## config.mk

```make
export PLATFORM = sky130hd
export DESIGN_NAME = pipe_hazard_ctrl
export DESIGN_NICKNAME = d
export VERILOG_FILES = /design/src/rtl/pipe_hazard_ctrl.sv
export SDC_FILE = /design/constraint.sdc
export NUM_CORES = 1
export LEC_CHECK = 0
export BUFFER_PORTS_ARGS = -buffer_cell sky130_fd_sc_hd__buf_2
export CELL_PAD_IN_SITES_DETAIL_PLACEMENT = 0
export CELL_PAD_IN_SITES_GLOBAL_PLACEMENT = 1
export CORE_ASPECT_RATIO = 0.8
export CORE_MARGIN = 2
export CORE_UTILIZATION = 30
export CTS_CLUSTER_SIZE = 25
export DETAILED_ROUTE_END_ITERATION = 8
export HOLD_SLACK_MARGIN = 0.02
export PLACE_DENSITY = 0.65
export SYNTH_ARGS = -nofsm -noshare
export SYNTH_HDL_FRONTEND = slang
export SYNTH_SLANG_ARGS = --single-unit
```

## constraint.sdc

```tcl
create_clock -name clk -period 2.9 [get_ports clk]
set_input_delay 0.58 -clock clk [delete_from_list [all_inputs] [get_ports clk]]
set_output_delay 0.58 -clock clk [all_outputs]
set_load 0.01 [all_outputs]
```

## src/rtl/pipe_hazard_ctrl.sv

```systemverilog
// Pipeline hazard controller: load-use interlock, taken-branch squash,
// data-memory wait with timeout, and exception flush sequencing.
// Stage enables/flushes are combinational; state and counters are registered.
module pipe_hazard_ctrl (
    input  logic        clk,
    input  logic        rst,
    input  logic [4:0]  id_rs,
    input  logic [4:0]  id_rt,
    input  logic        id_use_rs,
    input  logic        id_use_rt,
    input  logic        exe_is_load,
    input  logic [4:0]  exe_wb_dreg,
    input  logic        exe_bj,
    input  logic        mem_req,
    input  logic        mem_ack,
    input  logic        exc_req,
    output logic        pc_en,
    output logic        if_id_en,
    output logic        id_exe_en,
    output logic        exe_mem_en,
    output logic        mem_wb_en,
    output logic        if_id_flush,
    output logic        id_exe_flush,
    output logic        exe_mem_flush,
    output logic        mem_wb_flush,
    output logic        bus_err,
    output logic [15:0] stall_cnt,
    output logic [15:0] flush_cnt,
    output logic [1:0]  state
);

    typedef enum logic [1:0] {
        RUN      = 2'd0,
        MEM_WAIT = 2'd1,
        EXC      = 2'd2
    } state_e;

    state_e      state_q, state_d;
    logic [7:0]  wait_q, wait_d;
    logic        bus_err_q, bus_err_d;
    logic [15:0] stall_q, flush_q;

    logic load_use;
    logic mem_stall;

    // Hazard detection terms
    always_comb begin
        load_use = exe_is_load && (exe_wb_dreg != 5'd0) &&
                   ((id_use_rs && (id_rs == exe_wb_dreg)) ||
                    (id_use_rt && (id_rt == exe_wb_dreg)));
        // Once waiting, only the acknowledge releases the stall.
        if (state_q == MEM_WAIT) begin
            mem_stall = !mem_ack;
        end else begin
            mem_stall = mem_req && !mem_ack;
        end
    end

    // Next-state logic and prioritised stage enable/flush generation
    always_comb begin
        state_d       = state_q;
        wait_d        = wait_q;
        bus_err_d     = 1'b0;
        pc_en         = 1'b1;
        if_id_en      = 1'b1;
        id_exe_en     = 1'b1;
        exe_mem_en    = 1'b1;
        mem_wb_en     = 1'b1;
        if_id_flush   = 1'b0;
        id_exe_flush  = 1'b0;
        exe_mem_flush = 1'b0;
        mem_wb_flush  = 1'b0;

        if (rst) begin
            pc_en         = 1'b0;
            if_id_en      = 1'b0;
            id_exe_en     = 1'b0;
            exe_mem_en    = 1'b0;
            mem_wb_en     = 1'b0;
            if_id_flush   = 1'b1;
            id_exe_flush  = 1'b1;
            exe_mem_flush = 1'b1;
            mem_wb_flush  = 1'b1;
        end else if (state_q == EXC) begin
            if_id_flush   = 1'b1;
            id_exe_flush  = 1'b1;
            exe_mem_flush = 1'b1;
            mem_wb_flush  = 1'b1;
            state_d       = RUN;
        end else if (exc_req) begin
            if_id_flush   = 1'b1;
            id_exe_flush  = 1'b1;
            exe_mem_flush = 1'b1;
            mem_wb_flush  = 1'b1;
            state_d       = EXC;
        end else if (mem_stall) begin
            pc_en        = 1'b0;
            if_id_en     = 1'b0;
            id_exe_en    = 1'b0;
            exe_mem_en   = 1'b0;
            mem_wb_flush = 1'b1;
            if (state_q == RUN) begin
                state_d = MEM_WAIT;
                wait_d  = '0;
            end else if (wait_q == 8'hFF) begin
                state_d   = EXC;
                bus_err_d = 1'b1;
            end else begin
                wait_d = wait_q + 8'd1;
            end
        end else begin
            if (state_q == MEM_WAIT) begin
                state_d = RUN;
            end
            if (exe_bj) begin
                if_id_flush  = 1'b1;
                id_exe_flush = 1'b1;
            end else if (load_use) begin
                pc_en        = 1'b0;
                if_id_en     = 1'b0;
                id_exe_flush = 1'b1;
            end
        end
    end

    // State, wait counter, bus error pulse and saturating performance counters
    always_ff @(posedge clk) begin
        if (rst) begin
            state_q   <= RUN;
            wait_q    <= '0;
            bus_err_q <= 1'b0;
            stall_q   <= '0;
            flush_q   <= '0;
        end else begin
            state_q   <= state_d;
            wait_q    <= wait_d;
            bus_err_q <= bus_err_d;
            if (!pc_en && (stall_q != 16'hFFFF)) begin
                stall_q <= stall_q + 16'd1;
            end
            if (if_id_flush && (flush_q != 16'hFFFF)) begin
                flush_q <= flush_q + 16'd1;
            end
        end
    end

    // Masking with rst keeps a pending pulse from leaking into a reset cycle.
    always_comb begin
        bus_err   = bus_err_q && !rst;
        stall_cnt = stall_q;
        flush_cnt = flush_q;
        state     = state_q;
    end

endmodule

```

==> metrics <==
outcome=complete, no violations; total congestion overflow=0; Synth Area per Inst=around 8.4 µm²; I/O Pins=between 60 and 70; largest net degree at the start of global routing=37; Initial DRT Pass Iterations=4; initial core utilization=0.311; Main synth FF type=dfxtp_1; pwr dens=approximately 430 nW/µm²; clk_lat worst skew=0.30 ns; VDD IR max=between 0.15 and 0.2 mV; FMAX=about 380 MHz; Rel. slew slack=0.411; Worst EP arrival=between 2 and 2.5 ns; number of global-route vias before repair=~2100; crit path cell chain=inv_1, a211o_1, a21oi_1, nand2_1, buf_2; crit-path max FO=8; full die area=about 8400 µm²; Gate Count Post-Synth=275; routed wl met2=approximately 2800 µm; Post-synth EDFFs=0; CTS tree=yes; Die Wd=102 µm; DP HPWL=about 4400 µm; # DRC=0; Crit. End Element=primary output; initial antenna violation count=0; post-synth top area share=0.372; post-synthesis to final-layout area growth=24.1%; most area-consuming cells after synthesis=dfxtp_1, xnor2_1, nand3_1; total of max-cap violations=0; clock skew=~0.010 ns; slowest cell delay on critical path=~0.58 ns; Wirelength per Cell=between 10 and 15 µm; wire length on met3=roughly 250 µm; Top Layer Used=met4; post-route minimum period=between 2 and 3 ns; Inst Count DP=approximately 440; Synth cell types=between 40 and 50; Post-synth ARST share=0; yosys warns=0; Post-Syn Nets=approximately 300; flop2flop setup slack=around 0.64 ns; Final Hold Vio Count=0; Clk pin slew, worst setup/hold paths=approximately 0.090 ns; Cell Count, Final, Fillers Out=447; RSZ-0062 raised after global routing=no; Post-layout nets=368; Seq/Total Area, Yosys=0.372; Core Region=roughly 7400 µm²; Worst R2R Path Depth=7; FF+latch count, synth=43; global-route usage over all layers=0.152; CP Launch Type=flip-flop; gpl congestion=around 0.8; Inserted Clock Buffers=5; overall power=~1.2 mW; vias=2225; hold_sp=stall_cnt[15]; Avg Vias per Cell=~5; Max clock buf depth=2; met1 wire length=between 3000 and 4000 µm; CTS H-Tree Depth=2; Min-Delay Endpoint=stall_cnt[15]; layout cells sized above 1=0.263; setup TNS=0 ns; Resized cells post-CTS=0; CTS Sinks=43; Hold Crit Depth=2; mapped cell area=between 2000 and 2500 µm²; final worst path period share=0.897; postcts setup bufs=0; num rows=28; worst r2r src=flush_cnt[2]; DIE HEIGHT=around 83 µm; Final Max Tran Viols=0; kind of critical path=reg -> out; most frequent cells in the layout=buf_2, dfxtp_1, nor2_1, xnor2_1, nand3_1; Required @ worst endpoint=2.32 ns; Hold Path Class=reg -> reg; wire length of the first global-routing pass=10100 µm; area leader, netlist=dfxtp_1; Final Setup Violations=0; Final ANT Viol Nets=0; Ant. Diodes=0; CTS Hold Bufs=0; Initial DRC Count=40; CP max-delay cell=a21oi_1; Port Buf Inserts=67; leading cell type in the layout, fill and taps excluded=buf_2; R2R Path End=flush_cnt[9]; CTS Root Cell=clkbuf_8; Static Leak=~1.1 nW; final wirelength=just over 6000 µm; Post-Route Utilization=0.387; Worst-Margin Slew=between 0.8 and 0.9 ns
-- logic make-up (layout without fill, tap and decap cells) --
logic type,Yosys count,in the layout,share of synthesized area
simple gates,126,126,0.295
fa+ha+maj,4,4,0.0206
xor+xnor,30,30,0.114
buf+inv,22,89,0.0487
flops,43,43,0.372
compound gates,48,48,0.137
mux,2,2,0.0130
-- cells in the mapped netlist (2+ instances only) --
cell type	instances
a21oi_1	18
and3_1	9
and4_1	2
buf_2	6
buf_4	2
buf_6	2
clkbuf_1	6
dfxtp_1	43
ha_1	3
inv_1	5
mux2_4	2
nand2_1	13
nand3_1	22
nand4_1	11
nor2_1	26
nor2b_1	4
nor3_1	10
nor3b_1	3
nor4_1	5
nor4b_1	2
o21a_1	2
o21ai_0	3
o21ai_1	2
o21bai_1	2
o31ai_1	10
or2_2	2
or3_1	3
or4_1	9
xnor2_1	25
xor2_1	5
-- power by group --
group	internal, mW	leakage, nW	switching, mW	total, mW
sequential	0.600	0.348	0.0128	0.613
clock	0.279	0.0612	0.215	0.494
combinational	0.0608	0.738	0.0788	0.140
total	0.940	1.15	0.306	1.25
-- worst max path at each step --
| stage | startpoint | endpoint | slack, ns | cells past startpoint |
|---|---|---|---|---|
| 2_1_floorplan | exe_wb_dreg[1] | pc_en | 0.30 | 7 |
| 3_3_place_gp | exe_wb_dreg[1] | pc_en | 0.32 | 6 |
| 3_5_place_dp | exe_wb_dreg[1] | stall_cnt[10] | 0.28 | 8 |
| 4_1_cts | state[0] | id_exe_flush | 0.26 | 5 |
| 5_1_grt | state[0] | id_exe_flush | 0.12 | 5 |
| 6_report | state[0] | id_exe_flush | 0.30 | 5 |
-- worst max-delay path, delay by kind of cell (launching register included) --
kind / cells / cell delay [ns]
AND/OR/NAND/NOR: 1 / 0.08
buffers and inverters: 2 / 0.27
AO/OA/AOI/OAI: 2 / 0.91
flip-flops: 1 / 0.46
-- metal layers --
layer  global-route usage  vias up
li1                     -     1132
met1                0.203     1042
met2                0.248       46
met3               0.0337        5
met4               0.0400        0
met5                    0        -
-- flip-flops by register name (all words and copies together), names as in the netlist --
register   flops
bus_err_q      1
flush_cnt     16
stall_cnt     16
state          2
wait_q         8
-- per-stage QoR --
stage	worst slack [ns]	instance area (µm²)	hold slack, ns
finish	0.298	2870	0.496
global route	0.121	2870	0.524
CTS	0.261	2870	0.498
detailed placement	0.283	2750	0.485
global placement	0.317	2750	0.470
floorplan	0.303	2310	0.459
-- final cells by class --
type                            count  area (µm²)
Fill cell                         805        4560
Multi-Input combinational cell    210        1340
Sequential cell                    43         861
Timing Repair Buffer               76         403
Tap cell                          105         131
Clock buffer                        6        82.6
Clock inverter                      2        35.0
Inverter                            5        18.8
(Power assumes the default switching activity.)
